**src/rtl/ifu_imem_responder_pkg.sv**
```systemverilog
// Shared definitions for the IFU instruction-memory responder.
// Holds default bus widths, the SRAM window base and the FSM state encoding.
package ifu_imem_responder_pkg;

  localparam int          PC_SIZE_D    = 32;
  localparam int          INSTR_SIZE_D = 32;
  localparam logic [31:0] MEM_BASE_D   = 32'h8000_0000;

  typedef enum logic [1:0] {
    ST_IDLE = 2'd0,
    ST_WAIT = 2'd1,
    ST_RD   = 2'd2,
    ST_CAP  = 2'd3
  } ifu_state_e;

endpackage

```
**src/rtl/ifu_imem_responder_if.sv**
```systemverilog
// IFU fetch request/response channels plus the SRAM read port of the responder.
// master = fetch unit and SRAM side, slave = responder.
interface ifu_imem_responder_if #(
  parameter int PC_SIZE    = 32,
  parameter int INSTR_SIZE = 32,
  parameter int MEM_AW     = 16
);
  logic                  ifu_req_valid;
  logic                  ifu_req_ready;
  logic [PC_SIZE-1:0]    ifu_req_pc;
  logic                  ifu_rsp_valid;
  logic                  ifu_rsp_ready;
  logic [INSTR_SIZE-1:0] ifu_rsp_instr;
  logic                  ifu_rsp_err;
  logic                  mem_ren;
  logic [MEM_AW-1:0]     mem_addr;
  logic [INSTR_SIZE-1:0] mem_rdata;

  modport master (
    output ifu_req_valid, ifu_req_pc, ifu_rsp_ready, mem_rdata,
    input  ifu_req_ready, ifu_rsp_valid, ifu_rsp_instr, ifu_rsp_err, mem_ren, mem_addr
  );

  modport slave (
    input  ifu_req_valid, ifu_req_pc, ifu_rsp_ready, mem_rdata,
    output ifu_req_ready, ifu_rsp_valid, ifu_rsp_instr, ifu_rsp_err, mem_ren, mem_addr
  );
endinterface

```
**src/rtl/ifu_imem_rsp_fifo.sv**
```systemverilog
// Generic synchronous FIFO, power-of-two DEPTH, head visible combinationally (no bypass).
// Latency: push visible one cycle later; push when full / pop when empty are ignored.
module ifu_imem_rsp_fifo #(
  parameter int W     = 33,
  parameter int DEPTH = 2
) (
  input  logic                     clk,
  input  logic                     rst_n,
  input  logic                     push,
  input  logic [W-1:0]             push_dat,
  input  logic                     pop,
  output logic [W-1:0]             head_dat,
  output logic                     full,
  output logic                     empty,
  output logic [$clog2(DEPTH):0]   count
);
  localparam int AW = $clog2(DEPTH);

  logic [W-1:0]  mem [DEPTH];
  logic [AW-1:0] wr_ptr;
  logic [AW-1:0] rd_ptr;
  logic          do_push;
  logic          do_pop;

  assign full     = (count == DEPTH[AW:0]);
  assign empty    = (count == '0);
  assign do_push  = push & ~full;
  assign do_pop   = pop & ~empty;
  assign head_dat = mem[rd_ptr];

  always_ff @(posedge clk) begin
    if (do_push) mem[wr_ptr] <= push_dat;
  end

  // Pointers wrap naturally because DEPTH is a power of two.
  always_ff @(posedge clk or negedge rst_n) begin
    if (!rst_n) begin
      wr_ptr <= '0;
      rd_ptr <= '0;
      count  <= '0;
    end else begin
      if (do_push) wr_ptr <= wr_ptr + 1'b1;
      if (do_pop)  rd_ptr <= rd_ptr + 1'b1;
      case ({do_push, do_pop})
        2'b10:   count <= count + 1'b1;
        2'b01:   count <= count - 1'b1;
        default: count <= count;
      endcase
    end
  end
endmodule

```
**src/rtl/ifu_imem_responder.sv**
```systemverilog
// Fetch responder: one request in flight, 1-cycle SRAM read, {err,instr} queued in a FIFO; rsp_valid 3+LATENCY cycles after accept.
// Backpressure: req_ready only in IDLE/CAP with FIFO room reserved for the new request; never depends on rsp_ready.
module ifu_imem_responder
  import ifu_imem_responder_pkg::*;
#(
  parameter int                 PC_SIZE    = PC_SIZE_D,
  parameter int                 INSTR_SIZE = INSTR_SIZE_D,
  parameter logic [PC_SIZE-1:0] MEM_BASE   = MEM_BASE_D,
  parameter int                 MEM_AW     = 16,
  parameter int                 LATENCY    = 0,
  parameter int                 DEPTH      = 2
) (
  input logic                clk,
  input logic                rst,
  ifu_imem_responder_if.slave bus
);
  localparam int CW = $clog2(DEPTH) + 1;

  typedef logic [PC_SIZE:0] pc_ext_t;
  localparam pc_ext_t    WIN_LO  = pc_ext_t'(MEM_BASE);
  localparam pc_ext_t    WIN_HI  = WIN_LO + (pc_ext_t'(1) << (MEM_AW + 2));
  localparam logic [CW:0] DEPTH_X = DEPTH[CW:0];

  ifu_state_e        state;
  logic [3:0]        cnt;
  logic [MEM_AW-1:0] addr_r;
  logic              err_r;
  logic              mem_ren_r;
  logic [MEM_AW-1:0] mem_addr_r;

  logic              req_hs;
  logic              req_err;
  logic              in_cap;
  logic [CW:0]       cnt_need;
  logic              pop;
  logic              fifo_full;
  logic              fifo_empty;
  logic [CW-1:0]     fifo_cnt;
  logic [INSTR_SIZE:0] push_dat;
  logic [INSTR_SIZE:0] head;

  // Compare one bit wider than the PC so a window ending at 2^PC_SIZE cannot wrap.
  assign req_err = (bus.ifu_req_pc[1:0] != 2'b00)
                 | (pc_ext_t'(bus.ifu_req_pc) < WIN_LO)
                 | (pc_ext_t'(bus.ifu_req_pc) >= WIN_HI);

  assign in_cap            = (state == ST_CAP);
  assign cnt_need          = {1'b0, fifo_cnt} + {{CW{1'b0}}, in_cap};
  assign bus.ifu_req_ready = rst & ((state == ST_IDLE) | in_cap) & (cnt_need < DEPTH_X);
  assign req_hs            = bus.ifu_req_valid & bus.ifu_req_ready;

  assign bus.mem_ren  = mem_ren_r;
  assign bus.mem_addr = mem_addr_r;

  always_ff @(posedge clk or negedge rst) begin
    if (!rst) begin
      state      <= ST_IDLE;
      cnt        <= '0;
      addr_r     <= '0;
      err_r      <= 1'b0;
      mem_ren_r  <= 1'b0;
      mem_addr_r <= '0;
    end else begin
      mem_ren_r <= 1'b0;
      case (state)
        ST_IDLE, ST_CAP: begin
          if (req_hs) begin
            addr_r <= bus.ifu_req_pc[MEM_AW+1:2];
            err_r  <= req_err;
            if (LATENCY > 0) begin
              state <= ST_WAIT;
              cnt   <= 4'(LATENCY - 1);
            end else begin
              state      <= ST_RD;
              mem_ren_r  <= ~req_err;
              mem_addr_r <= bus.ifu_req_pc[MEM_AW+1:2];
            end
          end else begin
            state <= ST_IDLE;
          end
        end
        ST_WAIT: begin
          if (cnt == 4'd0) begin
            state      <= ST_RD;
            mem_ren_r  <= ~err_r;
            mem_addr_r <= addr_r;
          end else begin
            cnt <= cnt - 4'd1;
          end
        end
        default: state <= ST_CAP;
      endcase
    end
  end

  // Faulted accesses never read the SRAM, so whatever sits on mem_rdata is masked.
  assign push_dat = {err_r, err_r ? {INSTR_SIZE{1'b0}} : bus.mem_rdata};
  assign pop      = ~fifo_empty & bus.ifu_rsp_ready;

  ifu_imem_rsp_fifo #(
    .W     (INSTR_SIZE + 1),
    .DEPTH (DEPTH)
  ) u_fifo (
    .clk      (clk),
    .rst_n    (rst),
    .push     (in_cap),
    .push_dat (push_dat),
    .pop      (pop),
    .head_dat (head),
    .full     (fifo_full),
    .empty    (fifo_empty),
    .count    (fifo_cnt)
  );

  assign bus.ifu_rsp_valid = ~fifo_empty;
  assign bus.ifu_rsp_instr = fifo_empty ? '0 : head[INSTR_SIZE-1:0];
  assign bus.ifu_rsp_err   = ~fifo_empty & head[INSTR_SIZE];

  a_no_overflow: assert property (@(posedge clk) disable iff (!rst) !(in_cap && fifo_full));
endmodule
```
**src/flat_wrapper.sv**
```systemverilog
// flat-port wrapper written by rule: the top's interface ports become plain ports
module ifu_imem_responder_flat import ifu_imem_responder_pkg::*;
#(
  parameter int                 PC_SIZE    = PC_SIZE_D,
  parameter int                 INSTR_SIZE = INSTR_SIZE_D,
  parameter logic [PC_SIZE-1:0] MEM_BASE   = MEM_BASE_D,
  parameter int                 MEM_AW     = 16,
  parameter int                 LATENCY    = 0,
  parameter int                 DEPTH      = 2
)
  (clk, rst, bus_ifu_req_valid, bus_ifu_req_pc, bus_ifu_rsp_ready, bus_mem_rdata, bus_ifu_req_ready, bus_ifu_rsp_valid, bus_ifu_rsp_instr, bus_ifu_rsp_err, bus_mem_ren, bus_mem_addr);
  ifu_imem_responder_if #(.PC_SIZE(PC_SIZE), .INSTR_SIZE(INSTR_SIZE), .MEM_AW(MEM_AW)) bus_i ();
  input logic clk;
  input logic rst;
  input wire logic [$bits(bus_i.ifu_req_valid)-1:0] bus_ifu_req_valid;
  input wire logic [$bits(bus_i.ifu_req_pc)-1:0] bus_ifu_req_pc;
  input wire logic [$bits(bus_i.ifu_rsp_ready)-1:0] bus_ifu_rsp_ready;
  input wire logic [$bits(bus_i.mem_rdata)-1:0] bus_mem_rdata;
  output wire logic [$bits(bus_i.ifu_req_ready)-1:0] bus_ifu_req_ready;
  output wire logic [$bits(bus_i.ifu_rsp_valid)-1:0] bus_ifu_rsp_valid;
  output wire logic [$bits(bus_i.ifu_rsp_instr)-1:0] bus_ifu_rsp_instr;
  output wire logic [$bits(bus_i.ifu_rsp_err)-1:0] bus_ifu_rsp_err;
  output wire logic [$bits(bus_i.mem_ren)-1:0] bus_mem_ren;
  output wire logic [$bits(bus_i.mem_addr)-1:0] bus_mem_addr;
  assign bus_i.ifu_req_valid = bus_ifu_req_valid;
  assign bus_i.ifu_req_pc = bus_ifu_req_pc;
  assign bus_i.ifu_rsp_ready = bus_ifu_rsp_ready;
  assign bus_i.mem_rdata = bus_mem_rdata;
  assign bus_ifu_req_ready = bus_i.ifu_req_ready;
  assign bus_ifu_rsp_valid = bus_i.ifu_rsp_valid;
  assign bus_ifu_rsp_instr = bus_i.ifu_rsp_instr;
  assign bus_ifu_rsp_err = bus_i.ifu_rsp_err;
  assign bus_mem_ren = bus_i.mem_ren;
  assign bus_mem_addr = bus_i.mem_addr;
  ifu_imem_responder #(.PC_SIZE(PC_SIZE), .INSTR_SIZE(INSTR_SIZE), .MEM_BASE(MEM_BASE), .MEM_AW(MEM_AW), .LATENCY(LATENCY), .DEPTH(DEPTH)) u_core (.clk(clk), .rst(rst), .bus(bus_i));
endmodule
```
**config.mk**
```make
export PLATFORM = sky130hd
export DESIGN_NAME = ifu_imem_responder_flat
export DESIGN_NICKNAME = d
export VERILOG_FILES = /design/src/rtl/ifu_imem_responder_pkg.sv /design/src/rtl/ifu_imem_responder_if.sv /design/src/rtl/ifu_imem_rsp_fifo.sv /design/src/rtl/ifu_imem_responder.sv /design/src/flat_wrapper.sv
export SDC_FILE = /design/constraint.sdc
export NUM_CORES = 1
export LEC_CHECK = 0
export CAP_MARGIN = 20
export CORE_MARGIN = 2
export CORE_UTILIZATION = 35
export CTS_BUF_LIST = sky130_fd_sc_hd__clkbuf_4 sky130_fd_sc_hd__clkbuf_8
export DETAILED_ROUTE_END_ITERATION = 10
export PLACE_DENSITY = 0.61
export SYNTH_ARGS = -nofsm -noshare
export SYNTH_HDL_FRONTEND = slang
export SYNTH_HIERARCHICAL = 1
export SYNTH_SLANG_ARGS = --single-unit
```
**constraint.sdc**
```tcl
create_clock -name clk -period 7.8 [get_ports clk]
set_input_delay 1.56 -clock clk [delete_from_list [all_inputs] [get_ports clk]]
set_output_delay 1.56 -clock clk [all_outputs]
set_load 0.1 [all_outputs]
```
### Word-level counts from Yosys, hierarchy flattened

Memory sizes are Yosys's and may differ from the RTL's.
Index checks and enable logic that the tools add are counted.

| cells by class | value |
|---|---|
| $add $sub $neg | 6 |
| multipliers | 0 |
| divide/modulo/power cells | 0 |
| order comparisons | 3 |
| equal/unequal tests | 7 |
| shifts and indexed selects | 0 |
| multiplexer cells | 14 |
| bitwise gates (word level) | 15 |
| reduce and logical (&&, ||, !) cells | 10 |

Operators by type and width:

| operator | number |
|---|---|
| $mux 32 | 2 |
| $ge 32x32->1 const B | 1 |
| $lt 32x32->1 const B | 1 |
| $mux 16 | 2 |
| $pmux 16 s2 | 1 |
| $pmux 2 s2 | 2 |
| $and 1x1->1 | 7 |
| $eq 2x2->1 const B | 3 |
| $reduce_bool 2->1 | 3 |
| $not 1->1 | 5 |
| $eq 2x1->1 const B | 2 |
| $logic_not 2->1 | 2 |
| $logic_not 4->1 | 1 |
| $mux 1 | 4 |
| $mux 2 | 2 |
| $ne 2x1->1 const B | 2 |
| $reduce_and 2->1 | 2 |
| $sub 4x1->4 const B | 1 |
| $add 2x1->3 | 1 |
| $lt 3x2->1 const B | 1 |
| $or 1x1->1 | 3 |
| $reduce_and 3->1 | 1 |
| $add 1x1->1 const B | 2 |
| $add 2x1->2 const B | 1 |
| other kinds (3) | 3 |

| word-level totals | value |
|---|---|
| register bits after elaboration | 44 |
| bits in latches | 0 |
| RAM bits | 66 |
| memory bits (read-only) | 0 |
| input port bits | 68 |
| output and inout bits | 52 |
| word-level logic and storage cells | 65 |
| memories | 1 |

Memories:

| name | depth | bits a word | rd ports | clocked after Yosys merged registers in | write ports | line | RTL |
|---|---|---|---|---|---|---|---|
| u_core.u_fifo.mem | 2 | 33 | 1 | 0 | 1 | ifu_imem_rsp_fifo.sv:19 | `logic [W-1:0] mem [DEPTH];` |

### Depth between registers and ports, before layout

| logic depth | value |
|---|---|
| depth after elaboration | 7 |
| depth in mapped cells | 9 |
| mapped depth without buffers | 7 |

### Hierarchy

The synthesis kept the hierarchy.

Modules (own cells, without submodules):

| module | times used | cells each | area an instance (um^2) | sequential area each (um^2) |
|---|---|---|---|---|
| ifu_imem_rsp_fifo | 1 | 121 | 2730.1 | 2082.0 |
| ifu_imem_responder | 1 | 263 | 2424.8 | 1001.0 |

### Worst setup path after synthesis

Ideal clock, no wire load.

| timing | value |
|---|---|
| path kind | input to output |
| start point | input port rst |
| end point | output port bus_ifu_req_ready |
| data arrival time | 2.882 ns |
| required time | 6.240 ns |
| setup slack | 3.358 ns |
| cell stages on the path | 2 |
| path buffers | 0 |
| cells stage by stage | nand3_1 -> nor2_1 |

| between the ends | value |
|---|---|
| word-level cells in the longest chain between the ends | 2 |

RTL lines:

| item | line | RTL |
|---|---|---|
| start, declared | flat_wrapper.sv:14 | `input logic rst;` |
| $and 1x1->1 (2 in a row) | ifu_imem_responder.sv:49 | `assign bus.ifu_req_ready = rst & ((state == ST_IDLE) \| in_cap) & (cnt_need < DEPTH_X);` |
| end, declared | flat_wrapper.sv:19 | `output wire logic [$bits(bus_i.ifu_req_ready)-1:0] bus_ifu_req_ready;` |

Every way passes these cells.

### Worst setup path in the final report

Same ends and word-level chain as after synthesis.

==> metrics.log <==
INFO  metric outcome = completed
INFO  metric clock-root-buffer = sky130_fd_sc_hd__clkbuf_8
INFO  metric critPathRequiredTime = 6.24 ns
INFO  metric max_freq = 0.196 GHz
INFO  metric gp_congestion = 0.726
INFO  metric vias_per_cell = 4.92
INFO  metric setup_tns = 0 ns
INFO  metric report.final.hold_viol_count = 0
INFO  metric relSlewSlack = 0.269
INFO  metric path_type_of_the_worst_setup_path = in -> out
INFO  metric cts.repair.resized = 0
INFO  metric cts_buffer_depth = 2
INFO  metric finalClockSkew = 0.0136 ns
INFO  metric end_kind = output pin
INFO  metric critPathTopFamily = buffers and inverters
INFO  metric post-dp-hpwl = 6.83 mm
INFO  metric grt.met3_usage = 0.0317
INFO  metric syn-mean-instance-area = 13.4 um^2
INFO  metric crit_slowest_cell = sky130_fd_sc_hd__clkdlybuf4s50_1
INFO  metric busiest_layer = met2
INFO  metric number_of_buffers_inserted_by_port_buffering = 119
INFO  metric path_cells = buf_2 > buf_4 > nand3_1 > nor2_1 > clkdlybuf4s50_1
INFO  metric fp.dieW = 125 um
INFO  metric final_net_count = 566
INFO  metric worst_path_largest_cell_delay = 1.14 ns
INFO  metric cts.repair_timing.setup_buffer_count = 0
INFO  metric hold_buffers = 0
INFO  metric grt_first_pass_wirelength = 17.6 mm
INFO  metric worst_skew_pair.late_latency = 0.38 ns
INFO  metric max_cap_viol_count = 0
INFO  metric core_area = 14500 um^2
INFO  metric hold_ws = 0.501 ns
INFO  metric floorplan.io_pins = 120
INFO  metric setup.worst_path.start_class = primary input
INFO  metric ant_nets = 0
INFO  metric cts_inserted_buffers = 9
INFO  metric grt_antenna_before_repair = 0
INFO  metric grt_max_degree = 47
INFO  metric worst-path-max-fanout = 46
INFO  metric drt-wirelength-per-cell = 16.2 um
INFO  metric via_count_of_the_routed_design = 3351
INFO  metric final.min_clock_period = 5.09 ns
INFO  metric groute.layer.met2.usage = 0.232
INFO  metric clkSinkCount = 110
INFO  metric first_pass_iters = 4
INFO  metric syn_area = 5150 um^2
INFO  metric layout.core_utilization = 0.459
INFO  metric placement_rows = 44
INFO  metric grt_setup_unrepaired = false
INFO  metric grtUsageMet1 = 0.186
INFO  metric drc = 0
INFO  metric critical_path_buf_inv_count = 3
INFO  metric start_util = 0.356
INFO  metric final_count_of_negative_setup_slack_endpoints = 0
INFO  metric grt_usage = 0.142
INFO  metric grt-ovfl-total = 0
INFO  metric netlist_instances = 383
INFO  metric timing.critical_path.arrival = 3.53 ns
INFO  metric synth.yosys.warnings = 6
INFO  metric fraction_of_final_layout_cells_sized_beyond_drive_strength_1 = 0.139
INFO  metric first_iter_violations = 230
INFO  metric wirelength_routed = 11.0 mm
INFO  metric tritoncts = built
INFO  metric post-route-period-util = 0.653
INFO  metric layout-area-overhead-vs-synth = 29.1%
INFO  metric worstHoldPathType = reg -> reg
INFO  metric worst_setup_hold_path_clk_slew = 0.10 ns
INFO  metric postSynthNetCount = 457
INFO  metric grt_pass1_vias = 3433
INFO  metric cts.htree.levels = 3
INFO  metric worstMarginPinSlew = 1.10 ns
INFO  metric antennaDiodeCount = 0
INFO  metric finalMaxSlewViolations = 0
INFO  metric die_boundary_height = 125 um
INFO  metric die_area = 15700 um^2
## flip-flops by register name, summed over array words and instances, names as in the netlist
signal,count
u_core/u_fifo/mem,66
u_core/bus.mem_ren,1
u_core/addr_r,16
u_core/u_fifo/count,2
u_core/u_fifo/rd_ptr,1
u_core/cnt,4
u_core/bus.mem_addr,16
u_core/u_fifo/wr_ptr,1
u_core/err_r,1
u_core/state,2
## per-stage QoR
step | worst slack [ns] | instance area (um^2) | cells
3_3_place_gp | 2.69 | 6440 | 665
3_5_place_dp | 2.67 | 6440 | 665
2_1_floorplan | 3.36 | 5150 | 383
5_1_grt | 2.53 | 6650 | 681
6_report | 2.71 | 6650 | 681
4_1_cts | 2.66 | 6650 | 681
## routing by layer
metal / vias to the layer above / part of all wire
met5: - / 0
met2: 115 / 0.48
met3: 14 / 0.060
li1: 1573 / -
met1: 1649 / 0.44
met4: 0 / 0.016
## cell type report
class	instances	area [um^2]
inverter	21	78.8
tap	184	230
sequential	110	3080
clock inverter	6	85.1
clock buffer	10	131
timing repair buffer	121	1200
multi-input combinational	229	1840
fill	1334	7830
## worst paths after layout
check / depth (start not counted) / endpoint / slack (ns) / startpoint
max in group asynchronous: 2 / u_core/u_fifo/rd_ptr / 6.13 / rst
hold / removal: 1 / u_core/cnt[2] / 0.50 / u_core/cnt[2]
hold reg to reg: 1 / u_core/cnt[2] / 0.50 / u_core/cnt[2]
setup / recovery: 5 / bus_ifu_req_ready / 2.71 / rst
min in group asynchronous: 2 / u_core/addr_r[6] / 1.25 / rst
setup reg to reg: 6 / u_core/bus.mem_addr[13] / 4.88 / u_core/state[0]
## placed cells by master, fill, tap and decap left out, types with 2 or more instances in the layout
master,count
sky130_fd_sc_hd__o21ai_0,32
sky130_fd_sc_hd__nor2_4,2
sky130_fd_sc_hd__clkinv_1,2
sky130_fd_sc_hd__xnor2_1,5
sky130_fd_sc_hd__xor2_1,2
sky130_fd_sc_hd__o221ai_2,10
sky130_fd_sc_hd__a21boi_0,12
sky130_fd_sc_hd__nor2_1,7
sky130_fd_sc_hd__a21oi_1,2
sky130_fd_sc_hd__nor4_1,3
sky130_fd_sc_hd__nor2b_1,66
sky130_fd_sc_hd__o221ai_1,6
sky130_fd_sc_hd__ha_1,6
sky130_fd_sc_hd__mux2_2,6
sky130_fd_sc_hd__inv_1,21
sky130_fd_sc_hd__nand2_1,8
sky130_fd_sc_hd__mux2i_1,4
sky130_fd_sc_hd__clkdlybuf4s50_1,118
sky130_fd_sc_hd__nor3_1,3
sky130_fd_sc_hd__buf_4,2
sky130_fd_sc_hd__mux2_4,29
sky130_fd_sc_hd__nand3_1,13
sky130_fd_sc_hd__edfxtp_1,66
sky130_fd_sc_hd__clkbuf_8,9
sky130_fd_sc_hd__nand2b_1,3
sky130_fd_sc_hd__bufinv_16,2
sky130_fd_sc_hd__dfrtp_1,43
Power is left out: the tool's default activity adds up to more than one toggle a clock period on the data nets, which glitch-free logic cannot reach.
